===== config.mk =====
export PLATFORM = sky130hd
export DESIGN_NAME = hdb3_line_rx_flat
export DESIGN_NICKNAME = d
export VERILOG_FILES = /design/src/rtl/hdb3_line_rx_if.sv /design/src/rtl/hdb3_line_rx.sv /design/src/flat_wrapper.sv
export SDC_FILE = /design/constraint.sdc
export NUM_CORES = 1
export LEC_CHECK = 0
export CORE_UTILIZATION = 50
export CTS_CLUSTER_DIAMETER = 40
export DETAILED_ROUTE_END_ITERATION = 8
export PLACE_DENSITY = 0.71
export REMOVE_ABC_BUFFERS = 1
export SLEW_MARGIN = 20
export SYNTH_ARGS = -nofsm -noshare
export SYNTH_HDL_FRONTEND = slang
export SYNTH_SLANG_ARGS = --single-unit

===== constraint.sdc =====
create_clock -name clk -period 2.3 [get_ports clk]
set_input_delay 0.575 -clock clk [delete_from_list [all_inputs] [get_ports clk]]
set_output_delay 0.575 -clock clk [all_outputs]
set_load 0.005 [all_outputs]

===== src/rtl/hdb3_line_rx_if.sv =====
// hdb3_line_rx_if: bundles the bipolar line inputs and decoded outputs of hdb3_line_rx.
//   master: line driver / consumer side (drives line_p/line_n, observes decoded outputs).
//   slave : the receiver itself.
// Optional HDB3_RX_CV_COUNT_EN adds cv_count (receiver -> consumer) and cv_clr (consumer -> receiver).
interface hdb3_line_rx_if;
  logic       line_p;
  logic       line_n;
  logic       bit_data;
  logic       bit_valid;
  logic [7:0] byte_data;
  logic       byte_valid;
  logic       cv_err;
  logic       los;
`ifdef HDB3_RX_CV_COUNT_EN
  logic [15:0] cv_count;
  logic        cv_clr;
`endif

  modport master (
    output line_p, line_n,
    input  bit_data, bit_valid, byte_data, byte_valid, cv_err, los
`ifdef HDB3_RX_CV_COUNT_EN
    , input cv_count, output cv_clr
`endif
  );

  modport slave (
    input  line_p, line_n,
    output bit_data, bit_valid, byte_data, byte_valid, cv_err, los
`ifdef HDB3_RX_CV_COUNT_EN
    , output cv_count, input cv_clr
`endif
  );
endinterface


===== src/rtl/hdb3_line_rx.sv =====
// hdb3_line_rx: recovers bit timing from oversampled P/N line pulses, decodes HDB3 to NRZ bits/bytes.
// Latency: bit out 4 bit periods + 1 clk after its mid-bit sample; byte_valid 1 clk after the 8th bit.
// Backpressure: none; outputs are strobes that must be taken when presented.
// Ports: clk, rst (async, active-high); lif (slave modport): line_p/line_n in; bit_data/bit_valid,
//   byte_data/byte_valid, cv_err, los out. Define HDB3_RX_CV_COUNT_EN to add cv_count out / cv_clr in.
module hdb3_line_rx #(
  parameter int OSR      = 8,   // clk samples per line bit, even and >= 4
  parameter int LOS_BITS = 32   // zero symbols before loss of signal, must exceed 3
) (
  input  logic           clk,
  input  logic           rst,
  hdb3_line_rx_if.slave  lif
);
  localparam int             PW      = $clog2(OSR);
  localparam int             ZW      = $clog2(LOS_BITS + 1);
  localparam logic [PW-1:0]  PH_MID  = PW'(OSR / 2);
  localparam logic [PW-1:0]  PH_LAST = PW'(OSR - 1);
  localparam logic [ZW-1:0]  Z_LOS   = ZW'(LOS_BITS);

  logic          p_m, p_s, n_m, n_s, pulse_d;
  logic [PW-1:0] ph;
  logic [3:0]    sym_sr;     // per-entry "symbol was nonzero"; entry 3 is the oldest
  logic [ZW-1:0] zcnt;
  logic          last_pol, last_v_pol, last_v_vld;
  logic [2:0]    bcnt;
  logic [6:0]    byte_sr;
  logic          bit_data_q, bit_valid_q, byte_valid_q, cv_err_q, los_q;
  logic [7:0]    byte_data_q;

  logic pulse, edge_det, strobe;
  logic sym_nz, sym_pos, sym_both, is_v, v_repeat, zrun4, los_set, los_exit;

  // Input synchronisers and edge detect
  always_ff @(posedge clk or posedge rst) begin
    if (rst) begin
      p_m <= 1'b0; p_s <= 1'b0; n_m <= 1'b0; n_s <= 1'b0; pulse_d <= 1'b0;
    end else begin
      p_m <= lif.line_p; p_s <= p_m;
      n_m <= lif.line_n; n_s <= n_m;
      pulse_d <= pulse;
    end
  end

  assign pulse    = p_s | n_s;
  assign edge_det = pulse & ~pulse_d;

  // Phase counter: reload on each pulse edge, free-run across zero symbols
  always_ff @(posedge clk or posedge rst) begin
    if (rst)                ph <= '0;
    else if (edge_det)      ph <= PW'(1);
    else if (ph == PH_LAST) ph <= '0;
    else                    ph <= ph + PW'(1);
  end

  assign strobe = (ph == PH_MID);

  // Symbol classification at the sample point
  always_comb begin
    sym_nz   = p_s ^ n_s;
    sym_pos  = p_s;
    sym_both = p_s & n_s;
    // The symbol that ends LOS is taken as an ordinary mark, never as a violation pulse.
    is_v     = sym_nz & ~los_q & (sym_pos == last_pol);
    v_repeat = is_v & last_v_vld & (sym_pos == last_v_pol);
    zrun4    = ~sym_nz & ~los_q & (zcnt == ZW'(3));
    los_set  = ~sym_nz & ~los_q & (zcnt == Z_LOS - ZW'(1));
    los_exit = sym_nz & los_q;
  end

  // HDB3 decode, violation checks and LOS tracking, all advanced on the strobe
  always_ff @(posedge clk or posedge rst) begin
    if (rst) begin
      sym_sr      <= '0;
      zcnt        <= '0;
      last_pol    <= 1'b0;
      last_v_pol  <= 1'b0;
      last_v_vld  <= 1'b0;
      los_q       <= 1'b1;
      bit_data_q  <= 1'b0;
      bit_valid_q <= 1'b0;
      cv_err_q    <= 1'b0;
    end else begin
      bit_valid_q <= 1'b0;
      cv_err_q    <= 1'b0;
      if (strobe) begin
        // Output is the entry shifted out, so a V can still cancel the three symbols behind it.
        bit_data_q  <= sym_sr[3];
        bit_valid_q <= ~los_q & ~los_set;
        cv_err_q    <= sym_both | v_repeat | zrun4;
        if (los_exit)  sym_sr <= 4'b0001;
        else if (is_v) sym_sr <= 4'b0000;   // 000V and B00V both collapse to zeros
        else           sym_sr <= {sym_sr[2:0], sym_nz};
        if (sym_nz)             zcnt <= '0;
        else if (zcnt != Z_LOS) zcnt <= zcnt + ZW'(1);
        if (los_exit)     los_q <= 1'b0;
        else if (los_set) los_q <= 1'b1;
        if (sym_nz) last_pol <= sym_pos;
        if (los_exit) begin
          last_v_vld <= 1'b0;
        end else if (is_v) begin
          last_v_vld <= 1'b1;
          last_v_pol <= sym_pos;
        end
      end
    end
  end

  // Byte assembly, MSB first; the boundary restarts at LOS exit
  always_ff @(posedge clk or posedge rst) begin
    if (rst) begin
      bcnt         <= '0;
      byte_sr      <= '0;
      byte_data_q  <= '0;
      byte_valid_q <= 1'b0;
    end else begin
      byte_valid_q <= 1'b0;
      if (strobe && los_exit) begin
        bcnt <= '0;
      end else if (bit_valid_q) begin
        byte_sr <= {byte_sr[5:0], bit_data_q};
        bcnt    <= bcnt + 3'd1;
        if (bcnt == 3'd7) begin
          byte_data_q  <= {byte_sr, bit_data_q};
          byte_valid_q <= 1'b1;
        end
      end
    end
  end

  assign lif.bit_data   = bit_data_q;
  assign lif.bit_valid  = bit_valid_q;
  assign lif.byte_data  = byte_data_q;
  assign lif.byte_valid = byte_valid_q;
  assign lif.cv_err     = cv_err_q;
  assign lif.los        = los_q;

`ifdef HDB3_RX_CV_COUNT_EN
  logic [15:0] cv_count_q;

  // Saturating violation count; a clear beats a same-cycle increment
  always_ff @(posedge clk or posedge rst) begin
    if (rst)                                      cv_count_q <= '0;
    else if (lif.cv_clr)                          cv_count_q <= '0;
    else if (cv_err_q && cv_count_q != 16'hFFFF)  cv_count_q <= cv_count_q + 16'd1;
  end

  assign lif.cv_count = cv_count_q;
`endif
endmodule

===== src/flat_wrapper.sv =====
// flat-port wrapper written by rule: the top's interface ports become plain ports
module hdb3_line_rx_flat 
#(
  parameter int OSR      = 8,                                             
  parameter int LOS_BITS = 32                                                       
)
  (clk, rst, lif_line_p, lif_line_n, lif_bit_data, lif_bit_valid, lif_byte_data, lif_byte_valid, lif_cv_err, lif_los);
  hdb3_line_rx_if lif_i ();
  input  logic clk;
  input  logic rst;
  input wire logic [$bits(lif_i.line_p)-1:0] lif_line_p;
  input wire logic [$bits(lif_i.line_n)-1:0] lif_line_n;
  output wire logic [$bits(lif_i.bit_data)-1:0] lif_bit_data;
  output wire logic [$bits(lif_i.bit_valid)-1:0] lif_bit_valid;
  output wire logic [$bits(lif_i.byte_data)-1:0] lif_byte_data;
  output wire logic [$bits(lif_i.byte_valid)-1:0] lif_byte_valid;
  output wire logic [$bits(lif_i.cv_err)-1:0] lif_cv_err;
  output wire logic [$bits(lif_i.los)-1:0] lif_los;
  assign lif_i.line_p = lif_line_p;
  assign lif_i.line_n = lif_line_n;
  assign lif_bit_data = lif_i.bit_data;
  assign lif_bit_valid = lif_i.bit_valid;
  assign lif_byte_data = lif_i.byte_data;
  assign lif_byte_valid = lif_i.byte_valid;
  assign lif_cv_err = lif_i.cv_err;
  assign lif_los = lif_i.los;
  hdb3_line_rx #(.OSR(OSR), .LOS_BITS(LOS_BITS)) u_core (.clk(clk), .rst(rst), .lif(lif_i));
endmodule

== Yosys cells after proc, flatten, opt, wreduce, memory -nomap -nowiden ==
Index checks and enable logic that the tools add are counted.

* Flip-flop bits (word level): 44
* Output and inout port bits: 13
* Logic and storage cells: 80

* Add/subtract/negate cells: 3
* Eq/ne operators: 8
* Muxes and demuxes: 17
* Bitwise logic cells: 21
* Reductions and logical operators: 12

{| class="wikitable"
|+ Operators by type and width
! kind !! count
|-
| 2-to-1 mux 3 bit || 4
|-
| 2-to-1 mux 6 bit || 2
|-
| bitwise AND 1 bit || 11
|-
| AND reduction 2 bit || 5
|-
| == test 3 bit (second input constant) || 3
|-
| 2-to-1 mux 1 bit || 9
|-
| 2-to-1 mux 4 bit || 2
|-
| nonzero test 2 bit || 4
|-
| adder 3 x 1 -> 3 bit (second input constant) || 2
|-
| adder 6 x 1 -> 6 bit (second input constant) || 1
|-
| == test 6 x 2 -> 1 bit (second input constant) || 1
|-
| == test 6 x 5 -> 1 bit (second input constant) || 1
|-
| inequality test 6 bit (second input constant) || 1
|-
| NOT 1 bit || 6
|-
| AND reduction 3 bit || 2
|-
| OR 1 bit || 3
|-
| == test 1 bit || 2
|-
| logical AND 1 bit || 1
|-
| XOR 1 bit || 1
|}

== Longest topological paths before layout ==
* Depth after elaboration: 8
* Gate-level depth with buffers: 7

== Least setup slack after synthesis ==
OpenSTA, ideal clock, no wires.

* Path kind: register -> register
* Start point: register u_core.p_s
* End point: register u_core.zcnt[0]
* Setup time: 0.125 ns
* Data arrival time: 1.809 ns
* Required time: 2.175 ns
* Setup slack: 0.366 ns
* Stages on the path, launching flop included: 6
* Clock period less this slack: 1.934 ns
* Cells stage by stage: dfrtp_1 inv_1 ha_1 or3_4 o31ai_4 mux2_4

* Cells in the longest elaborated chain, start to end: 3
* Elaborated cells between the ends (all ways): 4
* Classes of those cells: mux (1); bitwise (1); reduce/logical (2)

{| class="wikitable"
|+ RTL lines
! element !! RTL line !! text
|-
| start: declaration || hdb3_line_rx.sv:20 || <nowiki>logic p_m, p_s, n_m, n_s, pulse_d;</nowiki>
|-
| start signal: assignment || hdb3_line_rx.sv:38 || <nowiki>p_m <= lif.line_p; p_s <= p_m;</nowiki>
|-
| XOR 1 bit * || hdb3_line_rx.sv:59 || <nowiki>sym_nz = p_s ^ n_s;</nowiki>
|-
| nonzero test 2 bit (no source line) || n/a ||
|-
| AND reduction 2 bit (no source line) || n/a ||
|-
| end signal: assignment || hdb3_line_rx.sv:94 || <nowiki>else if (zcnt != Z_LOS) zcnt <= zcnt + ZW'(1);</nowiki>
|-
| end: declaration || hdb3_line_rx.sv:23 || <nowiki>logic [ZW-1:0] zcnt;</nowiki>
|}

Every way passes the cells marked *; elsewhere a longest branch is shown, timed or not.
A chain may end at the register's enable or synchronous reset.

== Worst setup path after layout ==
Ends and elaborated chain as after synthesis.

==> impl_metrics.py <==
metrics = {
    "global_routing": {
        "grt_pass1_vias": 1178,
        "antenna_found_initial": 0,
        "grt_usage_pct": 17.56,
        "grt_pass1_wl_um": 5492,
        "overflow": 0,
        "grt_max_degree": 45,
    },
    "placement": {
        "gp_congestion": 0.8019,
        "place_hpwl_um": 2184,
        "placed_cell_area_um2": 2150,
        "port_buffers": 16,
        "dpl.cell_count": 218,
    },
    "synth": {
        "syn_avg_cell_area_um2": 12.50,
        "synth_area_leaders": "dfrtp_1, mux2_2, ha_1, nand2_1, mux2i_1",
        "async_flop_share_pct": 100.0,
        "synth_seq_area_share_pct": 56.91,
        "synth-seq-cells": 44,
        "yosysTopAreaCell": "dfrtp_1",
        "synth.most_common_cell": "dfrtp_1",
        "synth_cells": 155,
        "synthTopCellsByCount": "dfrtp_1, mux2_2, nand2_1, inv_1",
        "synth_top_area_share_pct": 55.56,
        "netlist_area_um2": 1937,
        "synth_top_flop_cell": "dfrtp_1",
        "synth_edf_count": 0,
        "yosysUniqueCellTypes": 39,
        "synth_warnings": 0,
    },
    "clocking": {
        "cts.clk_slew.worst_paths_ns": 0.08,
        "postCtsHoldBufs": 0,
        "h-tree-depth": 2,
        "ctsLongestPathBuffers": 2,
        "cts_sinks": 44,
        "post-cts-setup-buffer-count": 0,
        "clock_latency_ns": 0.29,
        "clockRootBuffer": "clkbuf_8",
        "post_cts_resized": 0,
        "cts-buffers-inserted": 5,
        "cts_tree": "yes",
    },
    "power_and_ir_drop": {
        "p_total_mw": 2.079,
        "power_switching_uw": 663.1,
        "power_frac_seq_pct": 52.8,
        "p_int_mw": 1.416,
        "p_leak_nw": 1.054,
        "p_per_area_nw_per_um2": 932.0,
        "vdd_drop_max_mv": 0.5170,
        "clkPwrFrac_pct": 21.8,
        "switching_share_pct": 31.89,
        "pwr-share-comb_pct": 25.3,
    },
    "critical_path": {
        "critPathArrivalTime_ns": 2.25,
        "crit_fanout": 6,
        "r2r_slack_ns": 0.24,
        "crit_type": "register to register",
        "r2r_start": "u_core.p_s$_DFF_PP0_",
        "critPathLaunchType": "register",
        "cpPeakStageDelay_ns": 0.46,
        "cp.required_ns": 2.48,
        "crit_family": "flip-flops",
        "end_kind": "register",
        "reg2regPathDepth": 5,
        "crit_path_top_delay_cell": "dfrtp_1",
        "critPathBufInv": 1,
        "timing.rr.end": "u_core.zcnt[0]$_DFFE_PP0P_",
        "cp_cell_sequence": "inv_1, ha_1, or3_4, o31ai_4, mux2_4",
    },
    "timing": {
        "relSlewSlack_pct": 64.42,
        "fmax_mhz": 484.4,
        "finalCriticalPeriod_ns": 2.064,
        "finClkSkew_ns": 0.007969,
        "tightest_slew_ns": 0.5337,
        "fin_tns_setup_ns": 0,
        "final.period_utilization_pct": 89.75,
        "final_max_slew_viol_count": 0,
        "rsz0062_at_grt": "no",
        "setup_viol": 0,
        "hold_viol_final": 0,
    },
    "detailed_routing": {
        "ant_nets": 0,
        "drt_iter0_markers": 79,
        "viasPerCell": 5.276,
        "remaining_drc_errors": 0,
        "wirelength_um": 3092,
        "dr.pass1.iters": 4,
        "wl_per_cell_um": 13.74,
        "via_count": 1187,
    },
    "layout": {
        "fin_area_um2": 2231,
        "syn_to_final_growth_pct": 15.18,
        "stdcell_count": 225,
        "layout-drive-gt1-share_pct": 19.77,
        "antenna_cells": 0,
        "finalNetCount": 190,
        "fillers": 292,
        "final_util_pct": 60.48,
    },
    "job": {
        "maxCapViolations": 0,
    },
    "floorplanning": {
        "floorplan.initialDensity_pct": 52.51,
        "die-area_um2": 4127,
        "ios": 17,
        "die_width_um": 64.24,
        "core-area_um2": 3689,
        "die_h_um": 64.24,
        "rows": 22,
    },
    "min_path": {
        "hp-start": "u_core.n_m$_DFF_PP0_",
        "min_path_type": "register to register",
        "min_to": "u_core.n_s$_DFF_PP0_",
        "hold_depth": 0,
    },
    "run_status": {
        "status": "complete, no violations",
    },
}
==> cells by family after synthesis <==
group                    share of synthesized area [%]
multiplexers                                     12.14
adder cells (fa/ha/maj)                          5.814
flip-flops                                       56.91
AO/OA/AOI/OAI                                    8.528
AND/OR/NAND/NOR                                  11.31
XOR/XNOR                                         1.809
buffers and inverters                            3.488
==> sequential cells by signal, summed over array words and instances, names as in the netlist, 3 cells and up <==
signal                cells
u_core.byte_sr            7
u_core.zcnt               6
u_core.bcnt               3
u_core.sym_sr             4
u_core.lif.byte_data      8
u_core.ph                 3
==> cell type report <==
cell class	instances	area, um^2	area share (%)
well taps	48	60.06	2.692
clock buffers	5	68.82	3.085
multi-input cells	97	767.0	34.38
repair buffers	19	182.7	8.188
inverters	10	37.54	1.683
flip-flops and latches	44	1102	49.41
clock inverters	2	12.51	0.5609
==> stage by stage <==
stage	setup WS, ns	hold WS (ns)
2_1_floorplan	0.2145	0.3312
3_3_place_gp	0.3359	0.3333
3_5_place_dp	0.2424	0.3347
4_1_cts	0.2314	0.3525
5_1_grt	0.1370	0.3641
6_report	0.2357	0.3505
==> power by group through the flow <==
| stage | Clock [mW] | Combinational (mW) | Sequential [mW] |
|---|---|---|---|
| 6_report | 0.454 | 0.527 | 1.10 |
| 4_1_cts | 0.463 | 0.539 | 1.10 |
| 5_1_grt | 0.502 | 0.599 | 1.13 |
| 3_3_place_gp | 0 | 0.493 | 1.10 |
| 3_5_place_dp | 0 | 0.537 | 1.11 |
| 2_1_floorplan | 0 | 0.393 | 1.07 |
==> routing by layer <==
metal,global-route usage [%],share of wire (%),up-vias
met1,24.94,50,582
met5,0,0,-
met3,4.286,3.4,7
met4,7.500,1.6,0
met2,25.53,45,20
li1,-,-,578
==> worst max-delay path by stage <==
| stage | start | to | slack (ns) | cells after the start |
|---|---|---|---|---|
| 2_1_floorplan | u_core.p_s$_DFF_PP0_ | u_core.byte_sr[0]$_DFFE_PP0P_ | 0.21 | 5 |
| 3_3_place_gp | u_core.p_s$_DFF_PP0_ | u_core.zcnt[0]$_DFFE_PP0P_ | 0.34 | 5 |
| 3_5_place_dp | u_core.p_s$_DFF_PP0_ | u_core.zcnt[0]$_DFFE_PP0P_ | 0.24 | 5 |
| 4_1_cts | u_core.p_s$_DFF_PP0_ | u_core.zcnt[0]$_DFFE_PP0P_ | 0.23 | 5 |
| 5_1_grt | u_core.p_s$_DFF_PP0_ | u_core.zcnt[0]$_DFFE_PP0P_ | 0.14 | 5 |
| 6_report | u_core.p_s$_DFF_PP0_ | u_core.zcnt[0]$_DFFE_PP0P_ | 0.24 | 5 |
==> cells in the final DEF, fill, tap and decap left out, types with 2 or more instances in the layout <==
cell type and instances:
inv_1 10, nand3_1 2, mux2i_1 4, xnor2_1 3
nor4bb_1 2, o21a_1 3, buf_4 3, nor3_1 2
clkdlybuf4s50_1 16, dfrtp_1 43, clkbuf_8 5, mux2_2 16
a32o_1 2, nand2b_1 2, nand2_1 16, nor2_1 9
ha_1 9, o21ai_0 8
(Power assumes the default switching activity.)
